==> src/rtl/puf_pkg.sv <==
// puf_pkg: shared state encoding, selector geometry and the challenge-to-pair mapping
package puf_pkg;
   typedef enum logic [2:0] {IDLE, SETTLE, MEASURE, HOLD, COMPARE, DONE} state_t;
   localparam int SYNC_LAT = 2;
   localparam int SEL_W = 5;
   localparam int NUM_OSC = 32;
   // XOR term always has bit 0 set, so the two indices can never coincide
   function automatic logic [2*SEL_W-1:0] pair(input logic [7:0] ch, input logic [SEL_W-1:0] i);
      logic [SEL_W-1:0] a;
      a = SEL_W'((32'(ch[4:0]) + 32'(i)) % NUM_OSC);
      return {a, a ^ {ch[7:5], 2'b01}};
   endfunction
endpackage

==> src/rtl/puf_phase_timer.sv <==
// puf_phase_timer: loadable down-counter that times each measurement phase
module puf_phase_timer #(
   parameter int W = 4
) (
   input  logic         clk,
   input  logic         rst_n,
   input  logic         load,
   input  logic [W-1:0] load_val,
   output logic [W-1:0] value,
   output logic         zero
);
   always_ff @(posedge clk or negedge rst_n)
      if (!rst_n) value <= '0;
      else if (load) value <= load_val;
      else if (value != '0) value <= value - W'(1);
   assign zero = value == '0;
endmodule

==> src/rtl/puf_eval_ctrl.sv <==
// puf_eval_ctrl: ring-oscillator PUF evaluation sequencer.
// Define PUF_MAJORITY_VOTE_EN to measure every pair three times and keep the majority.
module puf_eval_ctrl
   import puf_pkg::*;
#(
   parameter int CNT_W = 16,
   parameter int WINDOW_CYCLES = 1024,
   parameter int SETTLE_CYCLES = 4,
   parameter int RESP_BITS = 8
) (
   input  logic                 clk,
   input  logic                 rst_n,
   input  logic                 req_valid,
   output logic                 req_ready,
   input  logic [7:0]           challenge,
   output logic [SEL_W-1:0]     sel_a,
   output logic [SEL_W-1:0]     sel_b,
   output logic                 osc_en,
   output logic                 cnt_clr,
   output logic                 cnt_gate,
   input  logic [CNT_W-1:0]     cnt_a,
   input  logic [CNT_W-1:0]     cnt_b,
   output logic                 resp_valid,
   input  logic                 resp_ready,
   output logic [RESP_BITS-1:0] response,
   output logic                 tie
);
   localparam int TW = $clog2((WINDOW_CYCLES > SETTLE_CYCLES ? WINDOW_CYCLES : SETTLE_CYCLES) + 1);
   localparam int IW = RESP_BITS > 1 ? $clog2(RESP_BITS) : 1;
   state_t state;
   logic [7:0] chal;
   logic [IW-1:0] idx;
   logic [TW-1:0] t_val, t_init;
   logic t_zero, t_load, accept, gt, eq, bit_res, last_round;
   assign accept = req_valid && req_ready;
   assign gt = cnt_a > cnt_b;
   assign eq = cnt_a == cnt_b;
`ifdef PUF_MAJORITY_VOTE_EN
   logic [1:0] round, votes;
   assign last_round = round == 2'd2;
   assign bit_res = (votes + {1'b0, gt}) >= 2'd2;
`else
   assign last_round = 1'b1;
   assign bit_res = gt;
`endif
   assign t_load = (state == IDLE && accept) || (state == SETTLE && t_zero) ||
                   (state == MEASURE && t_zero) || state == COMPARE;
   assign t_init = state == SETTLE  ? TW'(WINDOW_CYCLES - 1) :
                   state == MEASURE ? TW'(SYNC_LAT - 1) : TW'(SETTLE_CYCLES - 1);

   puf_phase_timer #(.W(TW)) u_timer (
      .clk(clk), .rst_n(rst_n), .load(t_load), .load_val(t_init), .value(t_val), .zero(t_zero)
   );

   always_ff @(posedge clk or negedge rst_n) begin
      if (!rst_n) begin
         state <= IDLE;
         chal <= '0;
         idx <= '0;
         req_ready <= 1'b1;
         resp_valid <= 1'b0;
         osc_en <= 1'b0;
         cnt_clr <= 1'b0;
         cnt_gate <= 1'b0;
         sel_a <= '0;
         sel_b <= '0;
         response <= '0;
         tie <= 1'b0;
`ifdef PUF_MAJORITY_VOTE_EN
         round <= '0;
         votes <= '0;
`endif
      end else begin
         case (state)
            IDLE: if (accept) begin
               state <= SETTLE;
               chal <= challenge;
               idx <= '0;
               response <= '0;
               tie <= 1'b0;
               req_ready <= 1'b0;
               osc_en <= 1'b1;
               cnt_clr <= 1'b1;
               {sel_a, sel_b} <= pair(challenge, '0);
`ifdef PUF_MAJORITY_VOTE_EN
               round <= '0;
               votes <= '0;
`endif
            end
            SETTLE: if (t_zero) begin
               state <= MEASURE;
               cnt_clr <= 1'b0;
               cnt_gate <= 1'b1;
            end
            MEASURE: if (t_zero) begin
               state <= HOLD;
               cnt_gate <= 1'b0;
            end
            // value rather than zero flag: both timer views are equivalent here
            HOLD: if (t_val == '0) state <= COMPARE;
            COMPARE: begin
               tie <= tie | eq;
               if (!last_round) begin
                  state <= SETTLE;
                  cnt_clr <= 1'b1;
`ifdef PUF_MAJORITY_VOTE_EN
                  round <= round + 2'd1;
                  votes <= votes + {1'b0, gt};
`endif
               end else begin
                  response[idx] <= bit_res;
`ifdef PUF_MAJORITY_VOTE_EN
                  round <= '0;
                  votes <= '0;
`endif
                  if (idx == IW'(RESP_BITS - 1)) begin
                     state <= DONE;
                     osc_en <= 1'b0;
                     resp_valid <= 1'b1;
                  end else begin
                     state <= SETTLE;
                     cnt_clr <= 1'b1;
                     idx <= idx + IW'(1);
                     {sel_a, sel_b} <= pair(chal, SEL_W'(idx + IW'(1)));
                  end
               end
            end
            DONE: if (resp_ready) begin
               state <= IDLE;
               resp_valid <= 1'b0;
               req_ready <= 1'b1;
            end
            default: state <= IDLE;
         endcase
      end
   end
endmodule

==> config.mk <==
export PLATFORM = sky130hd
export DESIGN_NAME = puf_eval_ctrl
export DESIGN_NICKNAME = d
export VERILOG_FILES = /design/src/rtl/puf_pkg.sv /design/src/rtl/puf_phase_timer.sv /design/src/rtl/puf_eval_ctrl.sv
export SDC_FILE = /design/constraint.sdc
export NUM_CORES = 1
export LEC_CHECK = 0
export CORE_MARGIN = 2
export CORE_UTILIZATION = 25
export DETAILED_ROUTE_END_ITERATION = 8
export GPL_TIMING_DRIVEN = 0
export PLACE_DENSITY_LB_ADDON = 0.12
export RECOVER_POWER = 100
export SETUP_SLACK_MARGIN = 0.2
export SLEW_MARGIN = 5
export SYNTH_ARGS = -nofsm -noshare
export SYNTH_HDL_FRONTEND = slang
export SYNTH_SLANG_ARGS = --single-unit
==> constraint.sdc <==
create_clock -name clk -period 5.75 [get_ports clk]
set_clock_uncertainty 0.2 [all_clocks]
set_input_delay 1.15 -clock clk [delete_from_list [all_inputs] [get_ports clk]]
set_output_delay 1.15 -clock clk [all_outputs]
set_load 0.05 [all_outputs]
==> results_dict.tcl, run 1 <==
set metrics [dict create \
    status "finished with violations" \
    violations "max-capacitance violations, max-slew violations" \
    drive_gt1_share_pct 4.02 \
    drc_errors 0 \
    detail_route.wl_per_cell_um 13.3 \
    tritoncts "done" \
    period_share_pct 65.3 \
    worst_pin_slew_ps 1520 \
    utilization_pct 33.9 \
    cts_resized 0 \
    io_pins 68 \
    core_area_um2 11300 \
    hold_path_class "flop to flop" \
    relSlewSlack_pct -1.62 \
    clk_latency_ps 280 \
    cp_max_fo 9 \
    hpwl_um 5440 \
    synth_edf_count 0 \
    cts_setup_buffers 0 \
    wl_um 7200 \
    grt.overflow.total 0 \
    ant_nets 0 \
    ys_top_cells_by_area "dfrtp_1 (41%), ha_1 (9.6%), nand2_1 (9.3%)" \
    grt_pass1_wl_um 12400 \
    synthCells 323 \
    dr.pass1.iters 4 \
    p_leak_nw 1.79 \
    path_clk_slew_ps 60 \
    maxSlewViolCount 28 \
    crit_arrival_ps 3730 \
    via_count 2503 \
    r2r-end "cnt_clr$_DFFE_PN0P_" \
    min_path_cells 2 \
    n_fill_cell 1183 \
    period_minus_slack_ps 3750 \
    postSynthRegisterBits 48 \
    port_buffers 67 \
    fp.dieH_um 111 \
    place_congestion 0.721 \
    core.rowCount 39 \
    root_buffer "clkbuf_16" \
    irDropWorstVdd_v 0.0000934 \
    critPathKind "input pin to flop" \
    synth_top_area_share_pct 41.1 \
    grt_max_degree 28 \
    instances_no_fill 541 \
    power.density_nw_per_um2 193 \
    cts_sinks 48 \
    antenna_found_initial 0 \
    regArea_um2 1200 \
    grt_use_total_pct 12.2 \
    hold_end "sel_b[0]$_DFFE_PN0P_" \
    reg2reg_slack_ps 3160 \
    multiInputGateArea_um2 1510 \
    grt_setup_unrepaired "false" \
    cts_max_level 2 \
    crit_path_cell_trace "dlygate4sd3_1, inv_1, ha_1, nand4_1, nor4_1, nor2_1, a32o_1" \
    clockBufferDepth 2 \
    setup_viol 0 \
    cp_slowest_cell "nor4_1" \
    grt_pass1_vias 2464 \
    drtIter0Drc 121 \
    antennaDiodeCount 0 \
    die-area_um2 12300 \
    drv_cap 1 \
    synth_fp_nets 390 \
    nets 465 \
    die_x_um 111 \
    syn-cell-area_um2 2860 \
    dp.cells 534 \
    cp-end-kind "flop" \
    ctsHoldBuffers 0 \
    ys_seq_area_share_pct 42.1 \
    required_ps 5720 \
    max_stage_delay_ps 1140 \
    avgSynthCellArea_um2 8.85 \
    reg2regPathDepth 7 \
    synth_top_area_cell "dfrtp_1" \
    cp-start-kind "input pin" \
    hold_viol 0 \
    start_util_pct 25.4 \
    async_flop_share_pct 100 \
    syn2layout_area_growth_pct 33.7 \
    synthFlopType "dfrtp_1" \
    synth_cell_types 49 \
    r2r_start "u_timer.value[1]$_DFFE_PN0P_" \
    fin_setup_tns_ps 0 \
    ys_warn_count 0 \
    max_freq_mhz 266 \
    routed_via_density 4.63 \
    cts_buffers 5 \
    worstHoldStart "sel_b[0]$_DFFE_PN0P_" \
]
[kinds of logic (layout without fill, tap and decap cells)]
kind of cell / count (synthesis) / count (layout) / synth area share [%]
AND/OR/NAND/NOR: 143 / 143 / 23.6
AO/OA/AOI/OAI: 61 / 61 / 14.5
flip-flops: 48 / 48 / 42.1
buffers and inverters: 32 / 107 / 4.51
adder cells (fa/ha/maj): 23 / 23 / 10.3
XOR/XNOR: 15 / 15 / 4.59
multiplexers: 1 / 1 / 0.350
[state kept, by name, indices dropped and copies added (netlist names)]
signal	flops
sel_b	4
u_timer.value	11
idx	3
cnt_clr	1
chal	8
sel_a	5
cnt_gate	1
response	8
resp_valid	1
tie	1
osc_en	1
state	3
req_ready	1
[worst max-delay path, delay by kind of cell]
family | cells | cell delay (ps)
compound gates | 1 | 250
fa+ha+maj | 1 | 300
buf+inv | 2 | 570
simple gates | 3 | 1440
[worst max-delay path by stage]
| stage | startpoint | end | slack (ps) | depth (start not counted) |
|---|---|---|---|---|
| after floorplan | cnt_b[14] | response[0]$_DFFE_PN0P_ | 2920 | 6 |
| after global placement | rst_n | u_timer.value[5]$_DFFE_PN0P_ | 1710 | 1 |
| after detailed placement | cnt_b[14] | response[3]$_DFFE_PN0P_ | 2120 | 7 |
| after CTS | cnt_b[14] | response[3]$_DFFE_PN0P_ | 2410 | 7 |
| after global routing | cnt_b[14] | response[5]$_DFFE_PN0P_ | 1670 | 7 |
| final | cnt_b[14] | response[3]$_DFFE_PN0P_ | 2000 | 7 |
[stage by stage]
| step | cell area, µm² | total power [mW] | setup slack (ps) | hold WS, ps |
|---|---|---|---|---|
| after global placement | 3710 | 0.470 | 1710 | 262 |
| after CTS | 3860 | 0.761 | 2410 | 288 |
| after global routing | 3820 | 0.776 | 1670 | 312 |
| after detailed placement | 3720 | 0.472 | 2120 | 266 |
| after floorplan | 2860 | 0.409 | 2920 | 252 |
| final | 3820 | 0.739 | 2000 | 277 |
[synthesized netlist by cell type, drive strengths merged, types with 2 or more instances]
cell	instances
nand2b	4
nor3	3
o211ai	3
xnor2	5
dfrtp	47
a21oi	19
or2	2
o21a	3
nand3	10
xor2	10
clkbuf	7
nand2	72
inv	22
nor2	24
ha	22
o21ai	12
buf	3
a221oi	2
a22o	4
nor2b	8
a32o	8
nand4	5
or4	4
nor4	4
[per-layer routing]
layer	wire length, µm	global-route usage [%]	share of wire, %	up-vias
met5	0	0	0	-
met4	79	3.17	1.1	0
met3	316	2.68	4.4	7
met2	3120	19.0	43	60
met1	3680	17.3	51	1169
li1	-	-	-	1267
[cells in the final DEF (no fill, tap or decap), types with 2 or more instances in the layout]
master / count
nor2_1: 24
dfrtp_1: 47
or2_2: 2
inv_1: 22
o21a_1: 3
xor2_1: 10
a221oi_1: 2
a21oi_1: 19
ha_1: 22
a32o_1: 8
nor2b_1: 8
clkbuf_1: 10
xnor2_1: 5
clkdlybuf4s50_1: 39
or4_1: 3
nand2_1: 71
clkbuf_16: 5
nor4_1: 4
nand4_1: 5
a22o_1: 4
o21ai_0: 12
buf_4: 2
nand3_1: 10
o211ai_1: 3
nand2b_1: 4
dlygate4sd3_1: 27
nor3_1: 3
[layout make-up]
cell class / instances / share of cell area, %
buffer: 10 / 1.21
clock buffer: 6 / 3.37
inverter: 22 / 2.16
multi-input combinational: 243 / 39.5
tap: 143 / 4.68
clock inverter: 1 / 0.131
timing repair buffer: 68 / 17.5
sequential: 48 / 31.5
[power breakdown]
part           switching (mW)  internal (mW)  leakage, nW
clock network           0.121          0.158       0.0667
logic                  0.0594         0.0513         1.15
registers             0.00399          0.345        0.574
total                   0.184          0.554         1.79
Note: power is estimated with default switching activity, not from simulation.
==> inputs of run 2 (changes only) <==
Clock period 5.75 ns to 3.3 ns, I/O delays scaled along.
==> results_dict.tcl, run 2 (same netlist as run 1, synthesis figures left out) <==
set metrics [dict create \
    grt_max_degree 28 \
    grt_use_total_pct 12.2 \
    antennaDiodeCount 0 \
    dr_wl_met2_um 3130 \
    wl_met1_um 3690 \
    status "finished, final reports clean" \
    wl_met3_um 316 \
    cp_max_fo 9 \
    final_common_cell "nand2_1" \
    top_regs "u_timer.value: 11 flops, chal: 8 flops, response: 8 flops" \
    dp.cells 534 \
    crit_arrival_ps 2890 \
    path_clk_slew_ps 60 \
    drc_errors 0 \
    worst_pin_slew_ps 1310 \
    root_buffer "clkbuf_16" \
    wl_um 7210 \
    setup_viol 0 \
    period_minus_slack_ps 2910 \
    routed_via_density 4.62 \
    place_congestion 0.721 \
    n_fill_cell 1180 \
    cts_resized 0 \
    grt.overflow.total 0 \
    required_ps 3270 \
    grt_pass1_vias 2464 \
    hold_viol 0 \
    final_cell_mix "nand2_1 (72), dfrtp_1 (47), clkdlybuf4s50_1 (40)" \
    core.rowCount 39 \
    dr.pass1.iters 4 \
    tritoncts "done" \
    syn2layout_area_growth_pct 34.4 \
    reg2regPathDepth 7 \
    fin_setup_tns_ps 0 \
    pre_cts_ws_ps 158 \
    min_path_cells 2 \
    cts_sinks 48 \
    grt_pass1_wl_um 12400 \
    p_leak_nw 1.79 \
    power_mw 1.29 \
    cts_max_level 2 \
    crit_path_cell_trace "dlygate4sd3_1, inv_1, ha_1, nand4_1, nor4_2, nor2_1, a32o_1" \
    start_util_pct 25.4 \
    via_count 2502 \
    hold_end "sel_b[0]$_DFFE_PN0P_" \
    clk_latency_ps 280 \
    max_freq_mhz 343 \
    cp-end-kind "flop" \
    largest_reg_flops 11 \
    critPathKind "input pin to flop" \
    top_register "u_timer.value" \
    power.density_nw_per_um2 336 \
    relSlewSlack_pct 12.6 \
    setup_slack_ps 387 \
    hpwl_um 5440 \
    irDropWorstVdd_v 0.000163 \
    clockBufferDepth 2 \
    io_pins 68 \
    cts_setup_buffers 0 \
    cp_slowest_cell "nor4_2" \
    cts_buffers 5 \
    ant_nets 0 \
    ctsHoldBuffers 0 \
    cp-start-kind "input pin" \
    worstHoldStart "sel_b[0]$_DFFE_PN0P_" \
    utilization_pct 34.1 \
    die_x_um 111 \
    port_buffers 67 \
    grt_setup_unrepaired "false" \
    drive_gt1_share_pct 4.27 \
    r2r_start "u_timer.value[1]$_DFFE_PN0P_" \
    antenna_found_initial 0 \
    detail_route.wl_per_cell_um 13.3 \
    hold_path_class "flop to flop" \
    placed_area_um2 3720 \
    drv_cap 0 \
    nets 465 \
    reg2reg_slack_ps 610 \
    stdcell_area_um2 3840 \
    max_stage_delay_ps 790 \
    r2r-end "cnt_clr$_DFFE_PN0P_" \
    core_area_um2 11300 \
    instances_no_fill 541 \
    maxSlewViolCount 0 \
    period_share_pct 88.3 \
    holdWs_ps 277 \
    dr.max_layer_used "met4" \
    fp.dieH_um 111 \
    drtIter0Drc 122 \
    die-area_um2 12300 \
]
==> run 2: worst max path at each step <==
stage / from / endpoint / slack, ps
after floorplan: cnt_b[14] / response[0]$_DFFE_PN0P_ / 960
after global placement: rst_n / u_timer.value[5]$_DFFE_PN0P_ / -250
after detailed placement: cnt_b[14] / response[3]$_DFFE_PN0P_ / 160
after CTS: cnt_b[14] / response[3]$_DFFE_PN0P_ / 450
after global routing: cnt_b[14] / response[5]$_DFFE_PN0P_ / 190
final: cnt_b[14] / response[3]$_DFFE_PN0P_ / 390
==> run 2: area by class of cell <==
cell class	count	area, µm²	share of cell area (%)
plain buffers	10	46.3	1.20
clock buffers	6	129	3.35
clock inverters	1	5.00	0.130
inverters	22	82.6	2.15
multi-input cells	243	1510	39.4
flip-flops and latches	48	1200	31.3
well taps	143	179	4.66
repair buffers	68	684	17.8
==> run 2: report_power, final <==
group          switching [mW]  internal [mW]
combinational           0.104         0.0917
sequential            0.00694          0.601
clock                   0.211          0.276
==> run 2: metal layers <==
metal	vias up	GRT usage, %
met1	1168	17.3
met3	7	2.68
met4	0	3.17
met2	62	19.0
met5	-	0
li1	1265	-
==> run 2: worst max-delay path: cells and delay by family <==
family	cells	cell delay, ps
AND/OR/NAND/NOR	3	1120
buffers and inverters	2	570
adder cells (fa/ha/maj)	1	300
AO/OA/AOI/OAI	1	230
==> inputs of run 3 (changes only) <==
Settings changed: CORE_ASPECT_RATIO from default to 1.1.
==> results_dict.tcl, run 3 (same netlist as run 1, synthesis figures left out) <==
set metrics [dict create \
    status "finished with violations" \
    violations "max-capacitance violations, max-slew violations" \
    tritoncts "done" \
    place_congestion 0.762 \
    grt_use_total_pct 12.1 \
    clk_latency_ps 280 \
    dr.pass1.iters 4 \
    wl_um 7290 \
    required_ps 3270 \
    critPathKind "input pin to flop" \
    pre_cts_ws_ps 114 \
    grt_max_degree 33 \
    hold_viol 0 \
    antennaDiodeCount 0 \
    path_clk_slew_ps 60 \
    die-area_um2 12300 \
    start_util_pct 25.8 \
    setup_viol 0 \
    power.density_nw_per_um2 344 \
    drc_errors 0 \
    hold_path_class "input pin to async pin" \
    max_freq_mhz 340 \
    cts_buffers 5 \
    hpwl_um 5350 \
    cts_setup_buffers 0 \
    final_cell_mix "nand2_1 (72), dfrtp_1 (47), clkdlybuf4s50_1 (40)" \
    nets 465 \
    fp.dieH_um 116 \
    core_area_um2 11100 \
    routed_via_density 4.52 \
    grt_setup_unrepaired "false" \
    placed_area_um2 3730 \
    grt_pass1_vias 2415 \
    grt.overflow.total 0 \
    largest_reg_flops 11 \
    cp_max_fo 9 \
    utilization_pct 34.9 \
    holdWs_ps 274 \
    clockBufferDepth 2 \
    syn2layout_area_growth_pct 34.9 \
    die_x_um 106 \
    top_regs "u_timer.value: 11 flops, chal: 8 flops, response: 8 flops" \
    port_buffers 67 \
    cts_sinks 48 \
    p_leak_nw 1.80 \
    top_register "u_timer.value" \
    cp-start-kind "input pin" \
    via_count 2469 \
    setup_slack_ps 361 \
    cp-end-kind "flop" \
    irDropWorstVdd_v 0.000219 \
    period_share_pct 89.1 \
    grt_pass1_wl_um 11900 \
    ant_nets 0 \
    drtIter0Drc 70 \
    crit_arrival_ps 2910 \
    relSlewSlack_pct -3.54 \
    final_common_cell "nand2_1" \
    core.rowCount 40 \
    drive_gt1_share_pct 4.26 \
    drv_cap 1 \
    fin_setup_tns_ps 0 \
    ctsHoldBuffers 0 \
    antenna_found_initial 0 \
    worst_pin_slew_ps 1550 \
    detail_route.wl_per_cell_um 13.3 \
    stdcell_area_um2 3860 \
    n_fill_cell 1154 \
    period_minus_slack_ps 2940 \
    io_pins 68 \
    cts_max_level 2 \
    cts_resized 0 \
    maxSlewViolCount 33 \
    root_buffer "clkbuf_16" \
]
run 3: changes by cell type in the layout (fill, tap and decap cells not counted), sizes merged:
cell and change:
buf -1, clkbuf +1, clkinv -1, clkinvlp +1
dlymetal6s2s +1
run 3: path summary, 6_finish.rpt:
kind | depth (start not counted) | startpoint | slack [ps] | to
worst max-delay path | 7 | cnt_b[15] | 360 | response[0]$_DFFE_PN0P_
worst min-delay path | 1 | rst_n | 270 | sel_b[2]$_DFFE_PN0P_
worst max register to register | 7 | u_timer.value[1]$_DFFE_PN0P_ | 630 | cnt_clr$_DFFE_PN0P_
worst min register to register | 2 | sel_b[0]$_DFFE_PN0P_ | 290 | sel_b[0]$_DFFE_PN0P_
max in group asynchronous | 2 | rst_n | 640 | state[2]$_DFFE_PN0P_
min in group clk | 2 | sel_b[0]$_DFFE_PN0P_ | 290 | sel_b[0]$_DFFE_PN0P_
run 3: per-layer routing:
layer	GRT usage [%]	part of all wire [%]	vias up
li1	-	-	1269
met1	16.2	49	1136
met2	20.1	45	58
met3	2.40	4.7	6
met4	3.42	1.1	0
met5	0	0	-
run 3: area by class of cell:
cell class	count	area (µm²)	area share, %
Buffer	10	46.3	1.20
Clock buffer	7	143	3.70
Clock inverter	1	7.51	0.195
Inverter	22	82.6	2.14
Multi-Input combinational cell	243	1510	39.3
Sequential cell	48	1200	31.2
Tap cell	147	184	4.77
Timing Repair Buffer	68	677	17.6
run 3: metrics by stage:
stage / power (mW) / cells
after floorplan: 0.713 / 323
after global placement: 0.819 / 537
after detailed placement: 0.823 / 538
after CTS: 1.35 / 546
after global routing: 1.39 / 546
final: 1.32 / 546
run 3: worst max-delay path, stage by stage:
cell and delay, ps:
dlygate4sd3_1 530, inv_1 40, ha_1 280, nand4_1 220, nor4_2 840, nor2_1 120, a32o_1 230
run 3: power by group:
group / internal, mW / switching, mW / leakage, nW / total (mW)
sequential: 0.600 / 0.00626 / 0.574 / 0.607
clock: 0.302 / 0.221 / 0.0701 / 0.523
combinational: 0.0904 / 0.104 / 1.16 / 0.195
total: 0.993 / 0.332 / 1.80 / 1.32
